<file path="src/rtl/crl78hcapbbctl_if.sv">
// Break-box handshake bundle between the on-chip debugger and the
// RL78 capture-macro break controller.
interface crl78hcapbbctl_if #(
  parameter int CNTW = 8
);
  logic            ocd_bbreq;
  logic            ocd_clkstable;
  logic            capmx_bbmode;
  logic            ocd_bback;
  logic            bb_busy;
  logic            bb_tmo;
  logic [CNTW-1:0] bb_entcnt;

  modport master (
    output ocd_bbreq,
    output ocd_clkstable,
    input  capmx_bbmode,
    input  ocd_bback,
    input  bb_busy,
    input  bb_tmo,
    input  bb_entcnt
  );

  modport slave (
    input  ocd_bbreq,
    input  ocd_clkstable,
    output capmx_bbmode,
    output ocd_bback,
    output bb_busy,
    output bb_tmo,
    output bb_entcnt
  );
endinterface

</file>
<file path="src/rtl/crl78hcapbbctl.sv">
// RL78 break-box entry/exit controller: syncs the debugger request,
// sequences setup / clock-stable wait, and gates break mode and ack.
module crl78hcapbbctl #(
  parameter int SYNC_STAGES = 2,
  parameter int SETUP_CYC   = 4,
  parameter int HOLD_CYC    = 4,
  parameter int TMO_CYC     = 255,
  parameter int CNTW        = 8
) (
  input  logic            clk_fclk,
  input  logic            rst_resb,
  input  logic            mod_scanmode,
  crl78hcapbbctl_if.slave bb
);

  typedef enum logic [2:0] {
    IDLE,
    SETUP,
    WAITSTB,
    ACTIVE,
    DRAIN
  } state_t;

  localparam logic [7:0] SETUP_LAST = 8'(SETUP_CYC - 1);
  localparam logic [7:0] HOLD_LAST  = 8'(HOLD_CYC - 1);
  localparam logic [7:0] TMO_LAST   = 8'(TMO_CYC - 1);

  state_t                 state_q;
  state_t                 state_d;
  logic [SYNC_STAGES-1:0] sync_q;
  logic                   req_s;
  logic [7:0]             ph_q;
  logic [7:0]             ph_d;
  logic                   tmo_q;
  logic                   tmo_d;
  logic [CNTW-1:0]        cnt_q;
  logic [CNTW-1:0]        cnt_d;
  logic                   mode_q;
  logic                   ack_q;
  logic                   timeout;
  logic                   inc;

  assign req_s = sync_q[SYNC_STAGES-1];

  always_comb begin
    state_d = state_q;
    timeout = 1'b0;
    inc     = 1'b0;
    unique case (state_q)
      IDLE: begin
        if (req_s && !tmo_q)
          state_d = SETUP;
      end
      SETUP: begin
        if (!req_s)
          state_d = IDLE;
        else if (ph_q == SETUP_LAST)
          state_d = WAITSTB;
      end
      WAITSTB: begin
        // timeout outranks a same-edge abort so the flag is kept
        if (!bb.ocd_clkstable && ph_q == TMO_LAST) begin
          timeout = 1'b1;
          state_d = IDLE;
        end else if (!req_s) begin
          state_d = IDLE;
        end else if (bb.ocd_clkstable) begin
          inc     = 1'b1;
          state_d = ACTIVE;
        end
      end
      ACTIVE: begin
        if (!req_s)
          state_d = DRAIN;
      end
      DRAIN: begin
        if (ph_q == HOLD_LAST)
          state_d = IDLE;
      end
      default: state_d = IDLE;
    endcase

    if (mod_scanmode) begin
      state_d = IDLE;
      timeout = 1'b0;
      inc     = 1'b0;
    end

    ph_d = ph_q + 8'd1;
    if (mod_scanmode || state_d != state_q || state_q == IDLE)
      ph_d = '0;

    tmo_d = tmo_q;
    if (!mod_scanmode && !req_s)
      tmo_d = 1'b0;
    if (timeout)
      tmo_d = 1'b1;

    cnt_d = cnt_q;
    if (inc && !(&cnt_q))
      cnt_d = cnt_q + 1'b1;
  end

  always_ff @(posedge clk_fclk or negedge rst_resb) begin
    if (!rst_resb) begin
      sync_q  <= '0;
      state_q <= IDLE;
      ph_q    <= '0;
      tmo_q   <= 1'b0;
      cnt_q   <= '0;
      mode_q  <= 1'b0;
      ack_q   <= 1'b0;
    end else begin
      sync_q  <= {sync_q[SYNC_STAGES-2:0], bb.ocd_bbreq};
      state_q <= state_d;
      ph_q    <= ph_d;
      tmo_q   <= tmo_d;
      cnt_q   <= cnt_d;
      mode_q  <= (state_d == ACTIVE);
      ack_q   <= (state_d == ACTIVE) || (state_d == DRAIN);
    end
  end

  assign bb.capmx_bbmode = mode_q;
  assign bb.ocd_bback    = ack_q;
  assign bb.bb_busy      = (state_q != IDLE);
  assign bb.bb_tmo       = tmo_q;
  assign bb.bb_entcnt    = cnt_q;

endmodule

</file>
<file path="src/flat_wrapper.sv">
// flat-port wrapper written by rule: the top's interface ports become plain ports
module crl78hcapbbctl_flat 
#(
  parameter int SYNC_STAGES = 2,
  parameter int SETUP_CYC   = 4,
  parameter int HOLD_CYC    = 4,
  parameter int TMO_CYC     = 255,
  parameter int CNTW        = 8
)
  (clk_fclk, rst_resb, mod_scanmode, bb_ocd_bbreq, bb_ocd_clkstable, bb_capmx_bbmode, bb_ocd_bback, bb_bb_busy, bb_bb_tmo, bb_bb_entcnt);
  crl78hcapbbctl_if #(.CNTW(CNTW)) bb_i ();
  input  logic clk_fclk;
  input  logic rst_resb;
  input  logic mod_scanmode;
  input wire logic [$bits(bb_i.ocd_bbreq)-1:0] bb_ocd_bbreq;
  input wire logic [$bits(bb_i.ocd_clkstable)-1:0] bb_ocd_clkstable;
  output wire logic [$bits(bb_i.capmx_bbmode)-1:0] bb_capmx_bbmode;
  output wire logic [$bits(bb_i.ocd_bback)-1:0] bb_ocd_bback;
  output wire logic [$bits(bb_i.bb_busy)-1:0] bb_bb_busy;
  output wire logic [$bits(bb_i.bb_tmo)-1:0] bb_bb_tmo;
  output wire logic [$bits(bb_i.bb_entcnt)-1:0] bb_bb_entcnt;
  assign bb_i.ocd_bbreq = bb_ocd_bbreq;
  assign bb_i.ocd_clkstable = bb_ocd_clkstable;
  assign bb_capmx_bbmode = bb_i.capmx_bbmode;
  assign bb_ocd_bback = bb_i.ocd_bback;
  assign bb_bb_busy = bb_i.bb_busy;
  assign bb_bb_tmo = bb_i.bb_tmo;
  assign bb_bb_entcnt = bb_i.bb_entcnt;
  crl78hcapbbctl #(.SYNC_STAGES(SYNC_STAGES), .SETUP_CYC(SETUP_CYC), .HOLD_CYC(HOLD_CYC), .TMO_CYC(TMO_CYC), .CNTW(CNTW)) u_core (.clk_fclk(clk_fclk), .rst_resb(rst_resb), .mod_scanmode(mod_scanmode), .bb(bb_i));
endmodule
</file>
<file path="config.mk">
export PLATFORM = sky130hd
export DESIGN_NAME = crl78hcapbbctl_flat
export DESIGN_NICKNAME = d
export VERILOG_FILES = /design/src/rtl/crl78hcapbbctl_if.sv /design/src/rtl/crl78hcapbbctl.sv /design/src/flat_wrapper.sv
export SDC_FILE = /design/constraint.sdc
export NUM_CORES = 1
export LEC_CHECK = 0
export ABC_AREA = 1
export CORE_ASPECT_RATIO = 1.25
export CORE_UTILIZATION = 54
export DETAILED_ROUTE_END_ITERATION = 16
export PLACE_DENSITY = 0.78
export REMOVE_ABC_BUFFERS = 1
export SLEW_MARGIN = 20
export SYNTH_ARGS = -nofsm -noshare
export SYNTH_HDL_FRONTEND = slang
export SYNTH_SLANG_ARGS = --single-unit
</file>
<file path="constraint.sdc">
create_clock -name clk_fclk -period 2 [get_ports clk_fclk]
set_input_delay 0.5 -clock clk_fclk [delete_from_list [all_inputs] [get_ports clk_fclk]]
set_output_delay 0.5 -clock clk_fclk [all_outputs]
set_load 0.05 [all_outputs]
</file>
==> results.txt, run 1 <==
----------------------------------------------------
[Status]
  Run status ... completed

[Clocking]
  H-tree levels ... 1
  Max Buffers Root-to-Sink ... 2
  # clock sinks ... 24
  Clock tree from TritonCTS ... done
  Number of buffers inserted by post-CTS setup repair ... 0
  Clock transition time at the flip-flop clock pins of the worst setup and hold paths ... between 0.1 and 0.15 ns
  Number of clock buffers inserted by TritonCTS ... 3
  Cell at the root of the clock tree ... clkbuf_4
  Clock latency reported for the late side of the worst-skew pair ... around 0.31 ns

[Logic synthesis]
  Main area contributors after synthesis ... dfrtp_1 (44%), nand2_1 (8.1%), nor3_2 (7.4%)
  Synthesized area divided by synthesized cell count ... 8.77 um2
  Number of enable-type register cells in the synthesized netlist ... 0
  Count leader, synth ... nand2_1
  Cells after Synth ... around 150
  FF+latch count, synth ... 24
  Largest area contributor in the netlist ... dfrtp_1
  Commonest cells in the synthesized netlist ... nand2_1 (29), dfrtp_1 (24), inv_1 (19)
  Post-synth ARST share ... 1.00
  Synth top area share ... 0.444
  Fraction of the yosys area taken by sequential cells ... 0.444
  Synthesis Warnings ... 0
  Main synth FF type ... dfrtp_1
  Post-synth cell types ... 26
  Cell area after technology mapping ... between 1000 and 1500 um2

[Power]
  Ratio of total power to cell area ... 513 nW/um2
  Leak ... approximately 0.77 nW
  Worst ir drop on vdd ... ~0.0006 V
  Post-layout power ... approximately 0.00082 W

[Finish]
  Area used by sequential logic in the layout ... roughly 600 um2
  Area added between synthesis and finish ... 18.5%
  Area taken by multi-input logic gates ... about 650 um2
  Layout cell share with drive strength beyond 1 ... 0.254
  N_diodes ... 0
  Layout net count ... 186
  Number of fillers in the final layout ... roughly 200

[Detailed routing]
  DR iter-0 viols ... 22
  Post-route antenna net violation count ... 0
  Post-Route WL ... between 2000 and 3000 um
  Number of search-and-repair iterations in the first detailed-routing pass ... 4
  Routed vias ... 1055
  DRC viols ... 0
  Vias per Instance ... approximately 5.1
  Average routed wire per standard cell ... approximately 12 um

[Place]
  Worst slack, placed ... -0.0298 ns
  Weighted congestion at the end of routability-driven global placement ... ~0.84
  DP HPWL ... about 1900 um
  IO buf count ... 16

[Global route]
  Maximum number of pins on one net before global-route repair ... 25
  Global-route wire length before repair ... between 4000 and 5000 um
  Residual overflow from global routing ... 0
  Vias in the first global route ... 1024
  GRT Overall Usage ... 0.222
  Antenna violations before repair ... 0

[Critical path]
  Data arrival time of the critical path ... around 1.4 ns
  Maximum fanout encountered on the critical timing path ... 7
  Cells on worst reg2reg path ... 12
  Classification of the worst setup path ... register to primary output
  Kind of start point of the critical path ... register
  Type of element capturing the critical path ... primary output
  Worst-case register-to-register setup slack ... between 0.2 and 0.3 ns
  Startpoint of the worst-slack reg-to-reg timing path ... u_core.ph_q[0]
  Required time of the critical path ... ~1.5 ns
  Startpoint of the most critical setup path ... u_core.state_q[0]
  Reg-to-reg endpoint ... u_core.ph_q[4]

[STA]
  Worst rel slew slack ... 0.664
  Setup repair after global routing missed its margin ... false
  Worst clock skew ... around 0.011 ns
  Setup-violating endpoint count in the final report ... 0
  Final hold violation count ... 0
  Shortest period the worst path allows ... roughly 1.9 ns
  Total count of max-transition violations in the final report ... 0
  Fmax ... 539 MHz
  Final hold slack ... approximately 0.35 ns
  Transition time at the pin with the least slew margin ... 0.503 ns
  Fraction of the cycle the final worst path needs ... 0.928
  Final setup margin ... roughly 0.14 ns

[Floorplan]
  Die Y ... slightly below 60 um
  X dimension of the die ... 46.7 um
  Boundary Pins ... 17
  Initial Utilization ... 0.592
  CORE AREA ... 2280 um2
  Number of placement rows ... 19
  Die Footprint ... ~2700 um2

[Hold path]
  Min-Delay Path Class ... register to register
  Number of cells traversed by the worst hold path ... 0
  Critical hold path startpoint ... u_core.sync_q[0]
  Destination of the worst hold path ... u_core.sync_q[1]

[Flow run]
  Number of violations of the max-capacitance limit ... 0

----------------------------------------------------
## how the worst max path moves through the flow
stage	endpoint	slack, ns
floorplan	u_core.bb.bb_entcnt[2]	-0.009
global placement	u_core.ph_q[4]	0.06
detailed placement	u_core.ph_q[4]	-0.03
CTS	bb_capmx_bbmode	0.005
global route	bb_bb_busy	0.09
finish	bb_bb_busy	0.14
## where the power goes
part	internal, W	total, W	switching [W]	leakage [nW]
clock	0.000111	0.000252	0.000141	0.0210
sequential	0.000490	0.000496	0.00000606	0.330
combinational	0.0000248	0.0000738	0.0000490	0.420
total	0.000625	0.000822	0.000196	0.771
## registers in the layout, summed over array words and instances (netlist names)
register and cells:
u_core.ph_q 8, u_core.bb.bb_tmo 1, u_core.sync_q 2, u_core.bb.capmx_bbmode 1, u_core.bb.bb_entcnt 8, u_core.state_q 3, u_core.bb.ocd_bback 1
## logic make-up after synthesis
family / count (synthesis) / share of synthesized area
buffers and inverters: 25 / 0.0722
AO/OA/AOI/OAI: 11 / 0.0463
adder cells (fa/ha/maj): 3 / 0.0278
flip-flops: 24 / 0.444
AND/OR/NAND/NOR: 78 / 0.325
XOR/XNOR: 13 / 0.0843
## critical path, cell delays in order (launching register included)
cell	delay, ns
dfrtp_1	0.49
nor2_1	0.24
nand2_1	0.11
buf_4	0.20
## through the flow
| step | instances | TNS, ns | utilization | cell area (um2) |
|---|---|---|---|---|
| final | 208 | 0 | 0.702 | 1600 |
| after global routing | 208 | 0 | 0.702 | 1600 |
| after global placement | 204 | 0 | 0.684 | 1560 |
| after floorplan | 153 | -0.0172 | - | 1340 |
| after detailed placement | 204 | -0.0298 | 0.684 | 1560 |
| after CTS | 208 | 0 | 0.700 | 1600 |
## layout by cell type (no fill, tap or decap), drive strengths merged
cell type,Yosys,final
nand3,10,10
buf,1,14
o22ai,1,1
dfrtp,24,24
clkbuf,0,4
ha,3,3
xor2,9,9
o21a,1,1
o21ai,7,7
nor3,12,12
nand2,36,36
nor2,17,17
o211ai,1,1
clkinv,1,1
clkdlybuf4s50,0,4
nor3b,1,1
a31oi,1,1
xnor2,4,4
nand4,2,2
dlymetal6s2s,0,2
inv,23,23
## area by class of cell
type / instances / share of cell area
Clock buffer: 4 / 0.0227
Inverter: 24 / 0.0562
Multi-Input combinational cell: 105 / 0.408
Sequential cell: 24 / 0.375
Tap cell: 31 / 0.0242
Timing Repair Buffer: 20 / 0.114
## per-layer routing
| metal | share of wire | up-vias | track usage | wire [um] |
|---|---|---|---|---|
| met3 | 0.048 | 4 | 0.0218 | 123 |
| met1 | 0.44 | 490 | 0.303 | 1120 |
| met5 | 0 | - | 0 | 0 |
| met2 | 0.50 | 32 | 0.361 | 1270 |
| met4 | 0.015 | 0 | 0.0776 | 38 |
| li1 | - | 529 | - | - |
## timing repair
action	in CTS	in global routing
resized for setup	0	2
hold buffers	0	0
setup endpoints to repair	0	2
Note: power is estimated with default switching activity, not from simulation.
==> run 2: changes to the inputs <==
--- a/config.mk
+++ b/config.mk
@@ -11,6 +11,7 @@
 export DETAILED_ROUTE_END_ITERATION = 16
 export PLACE_DENSITY = 0.78
 export REMOVE_ABC_BUFFERS = 1
+export SETUP_SLACK_MARGIN = 0.2
 export SLEW_MARGIN = 20
 export SYNTH_ARGS = -nofsm -noshare
 export SYNTH_HDL_FRONTEND = slang
==> results.txt, run 2 (same netlist as run 1, synthesis figures left out) <==
----------------------------------------------------
[Detailed routing]
  Routed vias ... between 1000 and 1500
  DRC viols ... 0
  Vias per Instance ... between 5 and 6
  Number of search-and-repair iterations in the first detailed-routing pass ... 4
  Average routed wire per standard cell ... about 13 um
  Post-Route WL ... 2800 um
  DR iter-0 viols ... 27
  Post-route antenna net violation count ... 0

[Flow run]
  Number of violations of the max-capacitance limit ... 0

[Critical path]
  Type of element capturing the critical path ... primary output
  Maximum fanout encountered on the critical timing path ... 4
  Required time of the critical path ... roughly 1.5 ns
  Startpoint of the worst-slack reg-to-reg timing path ... u_core.ph_q[0]
  Classification of the worst setup path ... register to primary output
  Kind of start point of the critical path ... register
  Startpoint of the most critical setup path ... u_core.state_q[1]
  Data arrival time of the critical path ... ~1.3 ns

[STA]
  Shortest period the worst path allows ... 1.78 ns
  Fmax ... 562 MHz
  Final hold violation count ... 0
  Worst rel slew slack ... 0.677
  Setup repair after global routing missed its margin ... true
  Final hold slack ... 0.369 ns
  Fraction of the cycle the final worst path needs ... 0.889
  Worst clock skew ... roughly 0.0023 ns
  Transition time at the pin with the least slew margin ... 0.486 ns
  Total count of max-transition violations in the final report ... 0
  Setup-violating endpoint count in the final report ... 0
  Final setup margin ... 0.222 ns

[Global route]
  Global-route wire length before repair ... about 4400 um
  Vias in the first global route ... ~1000
  Residual overflow from global routing ... 0
  GRT Overall Usage ... 0.222
  Maximum number of pins on one net before global-route repair ... 25
  Antenna violations before repair ... 0

[Finish]
  Layout cell share with drive strength beyond 1 ... 0.326
  Number of fillers in the final layout ... 183
  N_diodes ... 0
  Final design area excluding fillers ... between 1500 and 2000 um2
  Area added between synthesis and finish ... 24.3%
  Area used by sequential logic in the layout ... 604 um2
  Leading cell type in the layout, fill and taps excluded ... nand2_1
  Top library cells by usage in the layout, fill and taps aside ... nand2_1 (28), dfrtp_1 (21), inv_1 (18)
  Area taken by multi-input logic gates ... 702 um2
  Final Instance Count excl. Fillers ... 212
  Layout net count ... 190

[Place]
  Area of placed instances ... roughly 1600 um2
  IO buf count ... 16
  Cell total after placement ... roughly 200
  DP HPWL ... 1950 um
  Worst slack, placed ... -0.0298 ns
  Weighted congestion at the end of routability-driven global placement ... 0.842

[Floorplan]
  Die Y ... about 58 um
  Initial Utilization ... 0.592
  Number of placement rows ... 19
  Boundary Pins ... 17
  X dimension of the die ... 46.7 um
  Die Footprint ... about 2700 um2
  CORE AREA ... 2280 um2

[Status]
  Run status ... completed

[Clocking]
  Number of clock buffers inserted by TritonCTS ... 3
  # clock sinks ... 24
  Max Buffers Root-to-Sink ... 2
  Number of buffers added to fix hold violations after cts ... 0
  Clock latency reported for the late side of the worst-skew pair ... approximately 0.32 ns
  Clock tree from TritonCTS ... done
  H-tree levels ... 1
  Cell at the root of the clock tree ... clkbuf_4
  Clock transition time at the flip-flop clock pins of the worst setup and hold paths ... roughly 0.13 ns

[Power]
  Post-layout power ... 0.000842 W
  Leak ... around 0.77 nW
  Ratio of total power to cell area ... 501 nW/um2
  Worst ir drop on vdd ... about 0.00067 V

[Hold path]
  Critical hold path startpoint ... u_core.sync_q[0]
  Min-Delay Path Class ... register to register

----------------------------------------------------
## run 2: cell count changes in the layout (fill, tap and decap cells not counted), sizes merged
| cell | previous run | this run |
|---|---|---|
| buf | 14 | 18 |
| dlygate4sd2 | 0 | 2 |
| clkdlybuf4s50 | 4 | 3 |
| dlymetal6s2s | 2 | 1 |
## run 2: area by class of cell
cell class              count  area share
multi-input cells         105       0.418
flip-flops and latches     24       0.360
repair buffers             24       0.124
inverters                  24      0.0537
well taps                  31      0.0231
clock buffers               4      0.0216
## run 2: report_power, final
part	internal, W	leakage (nW)	switching [W]	total, W
registers	0.000490	0.325	0.00000745	0.000497
clock network	0.000111	0.0210	0.000153	0.000264
logic	0.0000278	0.427	0.0000523	0.0000801
## run 2: worst paths after layout
path | end | slack (ns) | cells after the start
min reg2reg | u_core.sync_q[1] | 0.37 | 0
max | bb_bb_busy | 0.22 | 3
min in group asynchronous | u_core.ph_q[4] | 0.51 | 2
max reg2reg | u_core.ph_q[4] | 0.26 | 13
min | u_core.sync_q[1] | 0.37 | 0
max in group asynchronous | u_core.state_q[0] | 1.24 | 2
## run 2: repair_timing
action	4_1_cts	5_1_grt
gates resized for setup	3	14
endpoints found under the setup margin	3	9
gates cloned	0	0
buffers inserted	0	4
pin swaps	0	7
## run 2: per-layer routing
metal / vias to the layer above / track usage / routed length (um)
met1: 519 / 0.303 / 1200
met2: 26 / 0.361 / 1440
met5: - / 0 / 0
met3: 7 / 0.0218 / 103
met4: 0 / 0.0776 / 61
li1: 539 / - / -
## run 2: through the flow
| stage | util | TNS, ns |
|---|---|---|
| floorplan | - | -0.0172 |
| global placement | 0.684 | 0 |
| detailed placement | 0.684 | -0.0298 |
| CTS | 0.700 | 0 |
| global route | 0.736 | 0 |
| finish | 0.736 | 0 |
## run 2: worst max-delay path, stage by stage (launching register included)
cell and delay (ns):
dfrtp_2 0.48, nor2_2 0.18, nand2_1 0.10, buf_4 0.20
==> run 3: changes to the inputs <==
--- a/config.mk
+++ b/config.mk
@@ -9,6 +9,7 @@
 export CORE_ASPECT_RATIO = 1.25
 export CORE_UTILIZATION = 54
 export DETAILED_ROUTE_END_ITERATION = 16
+export GPL_ROUTABILITY_DRIVEN = 0
 export PLACE_DENSITY = 0.78
 export REMOVE_ABC_BUFFERS = 1
 export SETUP_SLACK_MARGIN = 0.2
==> results of run 3 <==
The final DEF is identical to that of run 2; final timing and power are the same.
==> variant 1, RTL diff (config.mk and constraints of run 1) <==
Make the reset (`rst_resb`) synchronous in one clocked block.
--- a/src/rtl/crl78hcapbbctl.sv
+++ b/src/rtl/crl78hcapbbctl.sv
@@ -103,3 +103,3 @@
 
-  always_ff @(posedge clk_fclk or negedge rst_resb) begin
+  always_ff @(posedge clk_fclk) begin
     if (!rst_resb) begin
Behaviour: differs if rst_resb is asserted again (counterexample within 4 cycles, from zero or initial values and one cycle with rst_resb low); with rst_resb held inactive, the same outputs for 10 cycles.
==> variant 1 against run 1 <==
Sequential cell count unchanged. Die area fell by 6.1%. Routed wire length decreased by 1.9%. Cell area down 6.3%. Worst setup slack got worse by 0.070 ns. Worst hold slack improved by 0.079 ns. Power decreased by 13%. Count of clock-buffer cells in the layout down 1. Area after synthesis fell by 6.3%. Sequential share of layout area decreased by 5.5 points. Highest routed layer unchanged.
==> variant 1: results (changes against run 1) <==
VDD IR max=0.4345 mV (-28%); largest net degree at the start of global routing=13 (-48%); WL met2=1274 µm (+0.31%); status=complete, no violations; share of cells above drive strength 1=0.2251 (-0.02911); most frequent cells after synthesis=nand2_1 (40), dfxtp_1 (24), inv_1 (18), nor2_1 (14), nand3_1 (10); Seq/Total Area, Yosys=0.3794 (-0.06500); P_leak=0.6182 nW (-20%); Area Growth Syn to Fin=18.58% (about the same); GRT Total Usage=0.2257 (+0.003786); first-pass GRT wire length=4381 µm (+0.48%); number of fill cells in the layout=196 (+0.51%); placer congestion estimate=0.9052 (+7.5%); vias per cell=4.982 (-1.8%); Synth cell types=27 (+3.8%); dpl cell area=1479 µm² (-5.2%); CP max stage cell=clkdlybuf4s50_1; final hold slack=0.4297 ns (+0.07918 ns); initial drt markers=23 (+4.5%); hold path depth=2 (+2); DRT met1 WL=1124 µm (+0.36%); wire length per cell=11.28 µm (-8.1%); minimum clock period=1.926 ns (+0.07001 ns); Arrival @ worst endpoint=1.43 ns (+0.07 ns); CP max FO=1 (-6); Worst Clk Skew=0.002379 ns (-0.008212 ns); Reg2Reg Setup Slack=0.31 ns (+0.03 ns); Crit path max-delay family=buffers and inverters; crit-path max cell delay=0.79 ns (+0.30 ns); Detail Placement HPWL=2010 µm (+3.1%); met3 WL=77 µm (-37%); vias=1106 (+4.8%); dominant synthesized flop cell=dfxtp_1; Cells after DPL=219 (+7.4%); asr flop ratio synth=0 (-1.000)
variant 1: cell types whose count changed after synthesis, sizes merged, moves of 2 or more:
cell   delta
nor3      -2
nand2    +10
dfxtp    +24
a21oi     +9
o21ai     -3
nand3     +2
nand4     +3
dfrtp    -24
xor2      -3
variant 1: area by class of cell:
type	instances	area share
Multi-Input combinational cell	119	0.4542
Sequential cell	24	0.3200
Clock buffer	3	0.01500
Tap cell	31	0.02583
Timing Repair Buffer	21	0.1233
Inverter	24	0.06167
variant 1: power groups by stage:
stage / Sequential (mW) / Clock [mW] / Combinational [mW]
global route: 0.483 / 0.224 / 0.0413
detailed placement: 0.493 / 0 / 0.0374
CTS: 0.482 / 0.203 / 0.0375
global placement: 0.493 / 0 / 0.0365
finish: 0.482 / 0.199 / 0.0377
floorplan: 0.492 / 0 / 0.0174
variant 1: logic make-up (layout without fill, tap and decap cells):
group	Yosys count	in the layout	synth area share
AO/OA/AOI/OAI	17	17	0.08103
XOR/XNOR	10	10	0.06917
adder cells (fa/ha/maj)	3	3	0.02965
buffers and inverters	25	48	0.08201
flip-flops	24	24	0.3794
AND/OR/NAND/NOR	89	89	0.3587
variant 1: worst paths after layout:
kind | startpoint | endpoint
worst max-delay path | u_core.bb.capmx_bbmode | bb_capmx_bbmode
worst min-delay path | u_core.sync_q[0] | u_core.sync_q[1]
worst max register to register | u_core.ph_q[0] | u_core.ph_q[5]
worst min register to register | u_core.sync_q[0] | u_core.sync_q[1]
variant 1: routing by layer:
| metal | track usage | up-vias |
|---|---|---|
| met1 | 0.2699 | 497 |
| li1 | - | 584 |
| met5 | 0 | - |
| met4 | 0.08225 | 0 |
| met2 | 0.3851 | 21 |
| met3 | 0.04221 | 4 |
==> variant 2, RTL diff (settings of run 1) <==
Without the edit above. `CNTW` is set to 8 in 3 places; all go to 7.
--- a/src/rtl/crl78hcapbbctl_if.sv
+++ b/src/rtl/crl78hcapbbctl_if.sv
@@ -3,3 +3,3 @@
 interface crl78hcapbbctl_if #(
-  parameter int CNTW = 8
+  parameter int CNTW = 7
 );
--- a/src/rtl/crl78hcapbbctl.sv
+++ b/src/rtl/crl78hcapbbctl.sv
@@ -7,3 +7,3 @@
   parameter int TMO_CYC     = 255,
-  parameter int CNTW        = 8
+  parameter int CNTW        = 7
 ) (
--- a/src/flat_wrapper.sv
+++ b/src/flat_wrapper.sv
@@ -7,3 +7,3 @@
   parameter int TMO_CYC     = 255,
-  parameter int CNTW        = 8
+  parameter int CNTW        = 7
 )
Interface: changed (resized bb_bb_entcnt); port bits go from 17 to 16. The function was not compared with the original's and may differ.
==> variant 2 against run 1 <==
Worst setup slack worse by 0.086 ns. Power down 8.2%. Critical path depth down 2. Fmax down 4.4%. Utilization down 2.0 points. Sequential cell count down 1. Combinational power down 5.0%. Global-route usage down 0.97 points. Worst hold slack better by 0.014 ns. Routed wire length down 11%. Area after synthesis down 6.9%. Cell area down 5.9%. Largest cell class unchanged. Largest power group unchanged.
==> variant 2: results (changes against run 1) <==
hold path startpoint=u_core.sync_q[0]; YS warnings=0 (unchanged); CP max stage cell=clkdlybuf4s50_1; clock root buffer=clkbuf_4; Arrival @ worst endpoint=1.44 ns (+0.08 ns); Adder-Cell Fraction of Synth Area=0.02985 (+0.002073); worst slack at placement=-0.005385 ns (+0.02437 ns); Reg2Reg Setup Slack=0.30 ns (+0.02 ns); share of cells above drive strength 1=0.2875 (+0.03326); number of flip-flops in the largest register=8; Worst Clk Skew=0.004994 ns (-0.005598 ns); count leader, synth=nand2_1; H-tree lvl count=1 (unchanged); Initial Util=0.5688 (-0.02334); R2R Path End=u_core.ph_q[0]; vias=947 (-10%); R2R Path Start=u_core.ph_q[0]; largest net degree at the start of global routing=24 (-4.0%); Synth cell types=28 (+7.7%); post-CTS resize count=0 (unchanged); CP max FO=1 (-6); number of fill cells in the layout=190 (-2.6%); PortBufs=15 (-1); hold path depth=0 (unchanged); GRT Total Usage=0.2122 (-0.009694); xor/xnor share of the synthesized area=0.07662 (-0.007642); router iterations before antenna repair=4 (unchanged); VDD IR max=0.4020 mV (-33%); crit-path max cell delay=0.79 ns (+0.30 ns); most frequent cells after synthesis=nand2_1 (24), dfrtp_1 (23), inv_1 (18), nor2_1 (10), nor3_2 (9); P_leak=0.7100 nW (-7.9%); mux cell area share after synthesis=0.008955 (+0.008955); dpl cell area=1481 µm² (-5.1%); hold endpoint=u_core.sync_q[1]; # Post-CTS Setup Buffers=0 (unchanged); first-pass GRT wire length=3953 µm (-9.3%); status=complete, no violations; worst relative slew slack=0.6686 (+0.004421); Seq/Total Area, Yosys=0.4577 (+0.01327); Clk pwr share=0.278 (-0.029); Detail Placement HPWL=1753 µm (-10%); initial drt markers=15 (-32%); placer congestion estimate=0.9275 (+10%); Final #Nets=169 (-9.1%); vias in the first global route=965 (-5.8%); Synth area leaders=dfrtp_1 (46%), nor3_2 (7.2%), nand2_1 (7.2%), xor2_1 (5.6%), inv_1 (5.4%); wire length per cell=11.86 µm (-3.3%); CTS clk-pin slew, worst paths=0.11 ns (-0.02 ns); crit path kind=reg -> out; Final Util=0.6819 (-0.01981); R2R depth=12 (unchanged); post-synthesis compound-gate area fraction=0.03582 (-0.01048); Sw Share=0.2348 (-0.004078); Crit path max-delay family=buffers and inverters; Clock Tree Buf Depth=2 (unchanged)
==> variant 2: changes by cell type after synthesis, moves of 2 or more <==
| cell | change |
|---|---|
| a21oi_1 | +2 |
| nand2_1 | -5 |
| nand3_1 | -2 |
| nor2_1 | -3 |
| o21ai_0 | -2 |
| o21ai_1 | -4 |
==> variant 2: stage by stage <==
step                      instances  hold WS [ns]  setup TNS, ns
after floorplan                 135        0.2044              0
after global placement          187        0.3343              0
after detailed placement        187        0.3418      -0.007769
after CTS                       191        0.3689              0
after global routing            191        0.3733              0
final                           191        0.3643              0
==> variant 2: logic make-up (layout without fill, tap and decap cells) <==
kind of cell,after synthesis,in the layout
buf+inv,22,47
xor+xnor,11,11
mux,1,1
compound gates,7,7
simple gates,68,68
flops,23,23
fa+ha+maj,3,3
==> variant 2: area by class of cell <==
type / count / share of cell area
repair buffers: 21 / 0.1228
inverters: 22 / 0.06390
flip-flops and latches: 23 / 0.3817
well taps: 31 / 0.02573
multi-input cells: 90 / 0.3884
clock buffers: 4 / 0.01743
==> variant 2: power groups by stage <==
stage / clock network [mW] / registers [mW] / logic (mW)
after global placement: 0 / 0.484 / 0.0698
after CTS: 0.221 / 0.475 / 0.0711
after floorplan: 0 / 0.482 / 0.0348
after global routing: 0.229 / 0.476 / 0.0784
final: 0.210 / 0.475 / 0.0701
after detailed placement: 0 / 0.484 / 0.0707
==> variant 2: worst max path at each step <==
stage / startpoint / endpoint / slack, ns
2_1_floorplan: u_core.bb.bb_entcnt[0] / u_core.bb.bb_entcnt[1] / 0.13
3_3_place_gp: bb_ocd_clkstable / u_core.ph_q[2] / 0.04
3_5_place_dp: bb_ocd_clkstable / u_core.ph_q[0] / -0.005
4_1_cts: u_core.bb.ocd_bback / bb_ocd_bback / 0.04
5_1_grt: u_core.bb.capmx_bbmode / bb_capmx_bbmode / 0.01
6_report: u_core.bb.capmx_bbmode / bb_capmx_bbmode / 0.06
==> variant 2: layer usage <==
layer,global-route usage,wire [µm]
met1,0.2624,1030
met2,0.3623,1105
met3,0.01948,79
met4,0.09091,50
met5,0,0
